File: config.mk
export PLATFORM = sky130hd
export DESIGN_NAME = mc_inj_seq
export DESIGN_NICKNAME = d
export VERILOG_FILES = /design/src/rtl/mc_inj_seq_pkg.sv /design/src/rtl/mc_port_req.sv /design/src/rtl/mc_inj_seq.sv
export SDC_FILE = /design/constraint.sdc
export NUM_CORES = 1
export LEC_CHECK = 0
export CORE_MARGIN = 8
export CORE_UTILIZATION = 40
export DETAILED_ROUTE_END_ITERATION = 8
export PLACE_DENSITY = 0.87
export SETUP_SLACK_MARGIN = 0.3
export SLEW_MARGIN = 0
export SYNTH_ARGS = -nofsm -noshare
export SYNTH_HDL_FRONTEND = slang
export SYNTH_SLANG_ARGS = --single-unit
export TNS_END_PERCENT = 100
File: constraint.sdc
create_clock -name clk -period 4.6 [get_ports clk]
set_input_delay 0.92 -clock clk [delete_from_list [all_inputs] [get_ports clk]]
set_output_delay 0.92 -clock clk [all_outputs]
set_load 0.05 [all_outputs]
File: src/rtl/mc_inj_seq_pkg.sv
// Shared definitions for the multicast inject/eject sequencers: port indices,
// destination-list region masks, sequencer state encoding and a popcount helper.
package mc_inj_seq_pkg;

  localparam int P_N = 0;
  localparam int P_E = 1;
  localparam int P_S = 2;
  localparam int P_W = 3;
  localparam int P_L = 4;

  // Network ports occupy the indices below the local port.
  localparam int NUM_PORT       = P_L;
  localparam int DST_LIST_WIDTH = 20;

  localparam logic [DST_LIST_WIDTH-1:0] N_MASK = 20'h0000F;
  localparam logic [DST_LIST_WIDTH-1:0] E_MASK = 20'h000F0;
  localparam logic [DST_LIST_WIDTH-1:0] S_MASK = 20'h00F00;
  localparam logic [DST_LIST_WIDTH-1:0] W_MASK = 20'h0F000;
  localparam logic [DST_LIST_WIDTH-1:0] L_MASK = 20'hF0000;

  localparam logic [DST_LIST_WIDTH-1:0] PROD_MASK = N_MASK | E_MASK | S_MASK | W_MASK;

  localparam logic [NUM_PORT-1:0][DST_LIST_WIDTH-1:0] PORT_MASK =
    {W_MASK, S_MASK, E_MASK, N_MASK};

  typedef enum logic [1:0] {
    IDLE  = 2'b00,
    ISSUE = 2'b01
  } seq_state_e;

  function automatic logic [2:0] popcnt4(input logic [3:0] v);
    return {2'b00, v[0]} + {2'b00, v[1]} + {2'b00, v[2]} + {2'b00, v[3]};
  endfunction

endpackage

File: src/rtl/mc_port_req.sv
// Splits a remaining destination list into per-port requests, granted replica
// lists and the mask of regions retired by this cycle's effective grant.
module mc_port_req
  import mc_inj_seq_pkg::*;
#(
  parameter int DST_W = DST_LIST_WIDTH
) (
  input  logic [DST_W-1:0]                 dst,
  input  logic [NUM_PORT-1:0]              gnt,
  output logic [NUM_PORT-1:0]              req,
  output logic [NUM_PORT-1:0]              eff_gnt,
  output logic [NUM_PORT-1:0][DST_W-1:0]   port_dst,
  output logic [DST_W-1:0]                 retire
);

  logic [NUM_PORT-1:0][DST_W-1:0] region;

  for (genvar p = 0; p < NUM_PORT; p++) begin : g_port
    assign region[p]   = dst & DST_W'(PORT_MASK[p]);
    assign req[p]      = |region[p];
    // Grants on ports we did not request are ignored entirely.
    assign eff_gnt[p]  = gnt[p] & req[p];
    assign port_dst[p] = eff_gnt[p] ? region[p] : '0;
  end

  always_comb begin
    retire = '0;
    for (int p = 0; p < NUM_PORT; p++)
      if (eff_gnt[p]) retire = retire | DST_W'(PORT_MASK[p]);
  end

endmodule

File: src/rtl/mc_inj_seq.sv
// Injection-side multicast sequencer: holds one PE flit, requests every
// productive port, retires granted regions and flags starvation.
module mc_inj_seq
  import mc_inj_seq_pkg::*;
#(
  parameter int FLIT_W        = 64,
  parameter int DST_W         = DST_LIST_WIDTH,
  parameter int STARVE_THRESH = 8,
  parameter int CNT_W         = 4
) (
  input  logic              clk,
  input  logic              rst_n,
  input  logic              in_valid,
  output logic              in_ready,
  input  logic [DST_W-1:0]  in_dst,
  input  logic [FLIT_W-1:0] in_data,
  output logic [3:0]        req_o,
  input  logic [3:0]        gnt_i,
  output logic [FLIT_W-1:0] out_data,
  output logic [DST_W-1:0]  out_dst_n,
  output logic [DST_W-1:0]  out_dst_e,
  output logic [DST_W-1:0]  out_dst_s,
  output logic [DST_W-1:0]  out_dst_w,
  output logic              starve_o,
  output logic              drop_o,
  output logic [15:0]       rep_cnt
);

  localparam logic [CNT_W-1:0] THRESH = CNT_W'(STARVE_THRESH);
  localparam logic [DST_W-1:0] PROD   = DST_W'(PROD_MASK);

  seq_state_e                     state, state_nxt;
  logic [DST_W-1:0]               dst_rem, dst_nxt, dst_act, retire;
  logic [FLIT_W-1:0]              data_nxt;
  logic [CNT_W-1:0]               cnt, cnt_nxt;
  logic [15:0]                    rep_nxt;
  logic                           drop_nxt;
  logic [NUM_PORT-1:0]            eff_gnt;
  logic [NUM_PORT-1:0][DST_W-1:0] port_dst;

  // Outside ISSUE the leftover list (L bits, dropped flit) must not request.
  assign dst_act = (state == ISSUE) ? dst_rem : '0;

  mc_port_req #(.DST_W(DST_W)) u_port_req (
    .dst      (dst_act),
    .gnt      (gnt_i),
    .req      (req_o),
    .eff_gnt  (eff_gnt),
    .port_dst (port_dst),
    .retire   (retire)
  );

  assign in_ready  = (state == IDLE);
  assign out_dst_n = port_dst[P_N];
  assign out_dst_e = port_dst[P_E];
  assign out_dst_s = port_dst[P_S];
  assign out_dst_w = port_dst[P_W];

  always_comb begin
    state_nxt = state;
    dst_nxt   = dst_rem;
    data_nxt  = out_data;
    cnt_nxt   = cnt;
    rep_nxt   = rep_cnt;
    drop_nxt  = 1'b0;
    case (state)
      IDLE: begin
        cnt_nxt = '0;
        if (in_valid) begin
          dst_nxt  = in_dst;
          data_nxt = in_data;
          if (|(in_dst & PROD)) state_nxt = ISSUE;
          else                  drop_nxt  = 1'b1;
        end
      end
      ISSUE: begin
        dst_nxt = dst_rem & ~retire;
        rep_nxt = rep_cnt + {13'd0, popcnt4(eff_gnt)};
        if (|eff_gnt)          cnt_nxt = '0;
        else if (cnt != THRESH) cnt_nxt = cnt + 1'b1;
        if (!(|(dst_nxt & PROD))) begin
          state_nxt = IDLE;
          cnt_nxt   = '0;
        end
      end
      default: state_nxt = IDLE;
    endcase
  end

  always_ff @(posedge clk or negedge rst_n) begin
    if (!rst_n) state <= IDLE;
    else        state <= state_nxt;
  end

  always_ff @(posedge clk or negedge rst_n) begin
    if (!rst_n) begin
      dst_rem  <= '0;
      out_data <= '0;
      cnt      <= '0;
      starve_o <= 1'b0;
      drop_o   <= 1'b0;
      rep_cnt  <= '0;
    end else begin
      dst_rem  <= dst_nxt;
      out_data <= data_nxt;
      cnt      <= cnt_nxt;
      starve_o <= (cnt_nxt == THRESH);
      drop_o   <= drop_nxt;
      rep_cnt  <= rep_nxt;
    end
  end

endmodule

==> impl_metrics.csv <==
group,metric,value,unit
setup_path,critical-path-top-cell-by-count,"sky130_fd_sc_hd__clkdlybuf4s50_1",
yosys,synth_area_leaders,"sky130_fd_sc_hd__dfrtp_1 51%, sky130_fd_sc_hd__buf_4 9.9%, sky130_fd_sc_hd__mux2_2 9.1%",
die,num_io_pins,258,
placed_design,port-buffer-count,189,
die,std_cell_rows,41,
drt,avgRoutedWirePerCell,17.2,µm
yosys,synthesis.area,5060,µm²
setup_path,cp.buffers_inverters,2,
layout,n_fill_cell,1051,
yosys,yosysMostFrequentCell,"sky130_fd_sc_hd__dfrtp_1",
sta,fmax,278,MHz
die,core_area,12500,µm²
clock_network,cts_setup_buffers,0,
clock_network,numCtsBuffers,9,
global_routing,globalRouteOverflowTotal,0,
setup_path,cp.required,3680,ps
global_routing,wire_length_of_the_first_global_routing_pass,20.7,mm
sta,worstMarginPinSlew,859,ps
yosys,synth_seq_area_share,50.9,%
yosys,synthesis.area_per_instance,12.0,µm²
sta,slew_viol_final,0,
die,die_w,128,µm
yosys,yosys.cell_types.count,44,
yosys,most_frequently_used_flop_master_after_synthesis,"sky130_fd_sc_hd__dfrtp_1",
layout,area_delta_synth_final,42.2,%
setup_path,worst_path_max_delay_cell,"sky130_fd_sc_hd__clkdlybuf4s50_1",
global_routing,grt_pass1_vias,3849,
drt,detail_route.drc_violations,0,
die,dieHeight,128,µm
clock_network,post_cts_resize_count,0,
layout,antenna_cells,0,
clock_network,clk_latency,340,ps
sta,setup_viol,0,
setup_path,crit_path_start,"gnt_i[0]",
yosys,netlist_instances,422,
yosys,postSynthRegisterBits,103,
setup_path,delay_of_the_slowest_cell_on_the_worst_path,830,ps
layout,multi_input_comb_area,2110,µm²
layout,post_route_cells_drive_above_1_share,11.6,%
placed_design,finalWeightedCongestion,0.778,
setup_path,critical_path_cell_count,3,
layout,utilization,57.7,%
clock_network,cts_sinks,103,
sta,layout_min_cycle_time,3590,ps
power,power_leakage,3.14,nW
drt,drtIter0Drc,232,
sta,grt_setup_unrepaired,"false",
drt,vias,3654,
drt,total_wire_length,13.5,mm
setup_path,reg2reg_depth,10,
yosys,yosysTopAreaCellShare,50.9,%
global_routing,track_usage,15.9,%
yosys,synth_edf_count,0,
setup_path,timing.rr.start,"dst_rem[1]$_DFFE_PN0P_",
run,max-cap-violations,0,
global_routing,grt_start_max_net_pins,68,
drt,avgViaCountPerCell,4.67,
sta,slew_headroom,42.8,%
setup_path,critical_path.cell_chain,"clkdlybuf4s50_1, and3_1, clkdlybuf4s50_1",
setup_path,critPathCaptureType,"output pin",
die,die-area,16500,µm²
layout,finalNetCount,703,
setup_path,crit_arrival,2670,ps
setup_path,cp-endpoint,"out_dst_n[2]",
sta,hold_viol,0,
min_path,timing.hold.worst.class,"reg -> reg",
yosys,asyncSetResetFlopFracSynth,100,%
yosys,synth_area_leader_cell,"sky130_fd_sc_hd__dfrtp_1",
power,max-vdd-ir-drop,0.000542,V
clock_network,holdBufCountCts,0,
setup_path,timing.critical_path.fanout_max,11,
clock_network,path_clk_slew,70,ps
clock_network,cts_buffer_depth,2,
drt,dr.pass1.iters,4,
clock_network,clock-root-buffer,"sky130_fd_sc_hd__clkbuf_16",
yosys,yosys-top-cells-count,"103 x sky130_fd_sc_hd__dfrtp_1, 67 x sky130_fd_sc_hd__buf_4, 41 x sky130_fd_sc_hd__mux2_2",
power,power.density_cell_area,787,nW/µm²
sta,post_route_skew,9.52,ps
sta,total_neg_setup_slack,0,ps
die,initial_utilization,40.6,%
drt,ant_nets,0,
sta,timing.final.crit_share,78.1,%
placed_design,dpl.hpwl,10.6,mm
global_routing,grt_antenna_before_repair,0,
setup_path,timing.setup.critical_path_class,"in -> out",
clock_network,tritoncts,"done",
setup_path,worst_setup_path_start_kind,"primary input",
setup_path,r2r_end,"rep_cnt[12]$_DFFE_PN0P_",
yosys,yosysWarnings,0,
outcome,outcome,"completed",
setup_path,critical_path.top_delay_family,"buffers and inverters",
setup_path,setup.reg_to_reg.worst_slack,1500,ps
clock_network,htreeDepth,3,
layout,ff_latch_area,2580,µm²
## state kept, by name, summed over array words and instances, names as in the netlist
register and count:
out_data 64, dst_rem 16, rep_cnt 16, cnt 4, drop_o 1, starve_o 1, state 1
## through the flow
stage | cell area [µm²] | cells | power, W | setup slack, ps | hold WS, ps
after floorplan | 5300 | 485 | 0.00382 | 1400 | 503
after global placement | 6870 | 767 | 0.00478 | 777 | 467
after detailed placement | 6870 | 767 | 0.00489 | 700 | 471
after CTS | 7200 | 783 | 0.00572 | 1010 | 480
after global routing | 7200 | 783 | 0.00595 | 884 | 494
final | 7200 | 783 | 0.00566 | 1010 | 473
## final cells by class
class | count | share of cell area, %
Tap cell | 172 | 2.99
Sequential cell | 103 | 35.8
Timing Repair Buffer | 195 | 26.9
Multi-Input combinational cell | 289 | 29.4
Clock inverter | 5 | 1.13
Inverter | 8 | 0.417
Clock buffer | 11 | 3.37
## worst min path at each step
stage	cells past startpoint	slack, ps	start	endpoint
finish	1	470	rep_cnt[15]$_DFFE_PN0P_	rep_cnt[15]$_DFFE_PN0P_
CTS	1	480	rep_cnt[15]$_DFFE_PN0P_	rep_cnt[15]$_DFFE_PN0P_
global route	1	490	out_data[12]$_DFFE_PN0P_	out_data[12]$_DFFE_PN0P_
floorplan	1	500	dst_rem[0]$_DFFE_PN0P_	dst_rem[0]$_DFFE_PN0P_
global placement	1	470	out_data[59]$_DFFE_PN0P_	out_data[59]$_DFFE_PN0P_
detailed placement	1	470	rep_cnt[15]$_DFFE_PN0P_	rep_cnt[15]$_DFFE_PN0P_
## cell usage in the layout, fill, tap and decap left out, types with 2 or more instances in the layout
cell type                           n
sky130_fd_sc_hd__a21oi_1            3
sky130_fd_sc_hd__and2_1             2
sky130_fd_sc_hd__and3_1            19
sky130_fd_sc_hd__buf_4              7
sky130_fd_sc_hd__bufinv_16          2
sky130_fd_sc_hd__clkbuf_16          9
sky130_fd_sc_hd__clkdlybuf4s50_1  188
sky130_fd_sc_hd__conb_1            64
sky130_fd_sc_hd__dfrtp_1          103
sky130_fd_sc_hd__fa_1               3
sky130_fd_sc_hd__ha_1               3
sky130_fd_sc_hd__inv_1              8
sky130_fd_sc_hd__mux2_1            24
sky130_fd_sc_hd__mux2_2            41
sky130_fd_sc_hd__mux2i_1           17
sky130_fd_sc_hd__nand2_1           23
sky130_fd_sc_hd__nand3_1            7
sky130_fd_sc_hd__nand4_1            4
sky130_fd_sc_hd__nor2_1             9
sky130_fd_sc_hd__nor2b_1            2
sky130_fd_sc_hd__nor3_1             7
sky130_fd_sc_hd__nor4_1             6
sky130_fd_sc_hd__nor4_2             2
sky130_fd_sc_hd__o21ai_0            3
sky130_fd_sc_hd__o21ai_1            2
sky130_fd_sc_hd__o22ai_1           15
sky130_fd_sc_hd__xnor2_1           12
sky130_fd_sc_hd__xor2_1             4
## cells by family (layout without fill, tap and decap cells)
kind of cell,count (synthesis),count (layout),synth area share (%)
and+or+nand+nor,94,94,11.0
muxes,82,82,17.8
adders and majority gates,6,6,1.93
buffers and inverters,93,219,12.1
DFF,103,103,50.9
xor gates and xnor gates,16,16,2.77
other,1,64,0.0741
AOI/OAI and AO/OA,27,27,3.36
## power breakdown
group | internal (W) | total (W) | switching [W]
Sequential | 0.00129 | 0.00155 | 0.000263
Clock | 0.000492 | 0.000817 | 0.000325
Combinational | 0.00116 | 0.00329 | 0.00214
## per-layer routing
| layer | global-route usage [%] | up-vias | wire [µm] |
|---|---|---|---|
| met5 | 0 | - | 0 |
| met4 | 4.97 | 0 | 171 |
| met3 | 4.51 | 15 | 1080 |
| met2 | 27.8 | 174 | 6700 |
| met1 | 18.4 | 1768 | 5540 |
| li1 | - | 1697 | - |
(Power assumes the default switching activity.)
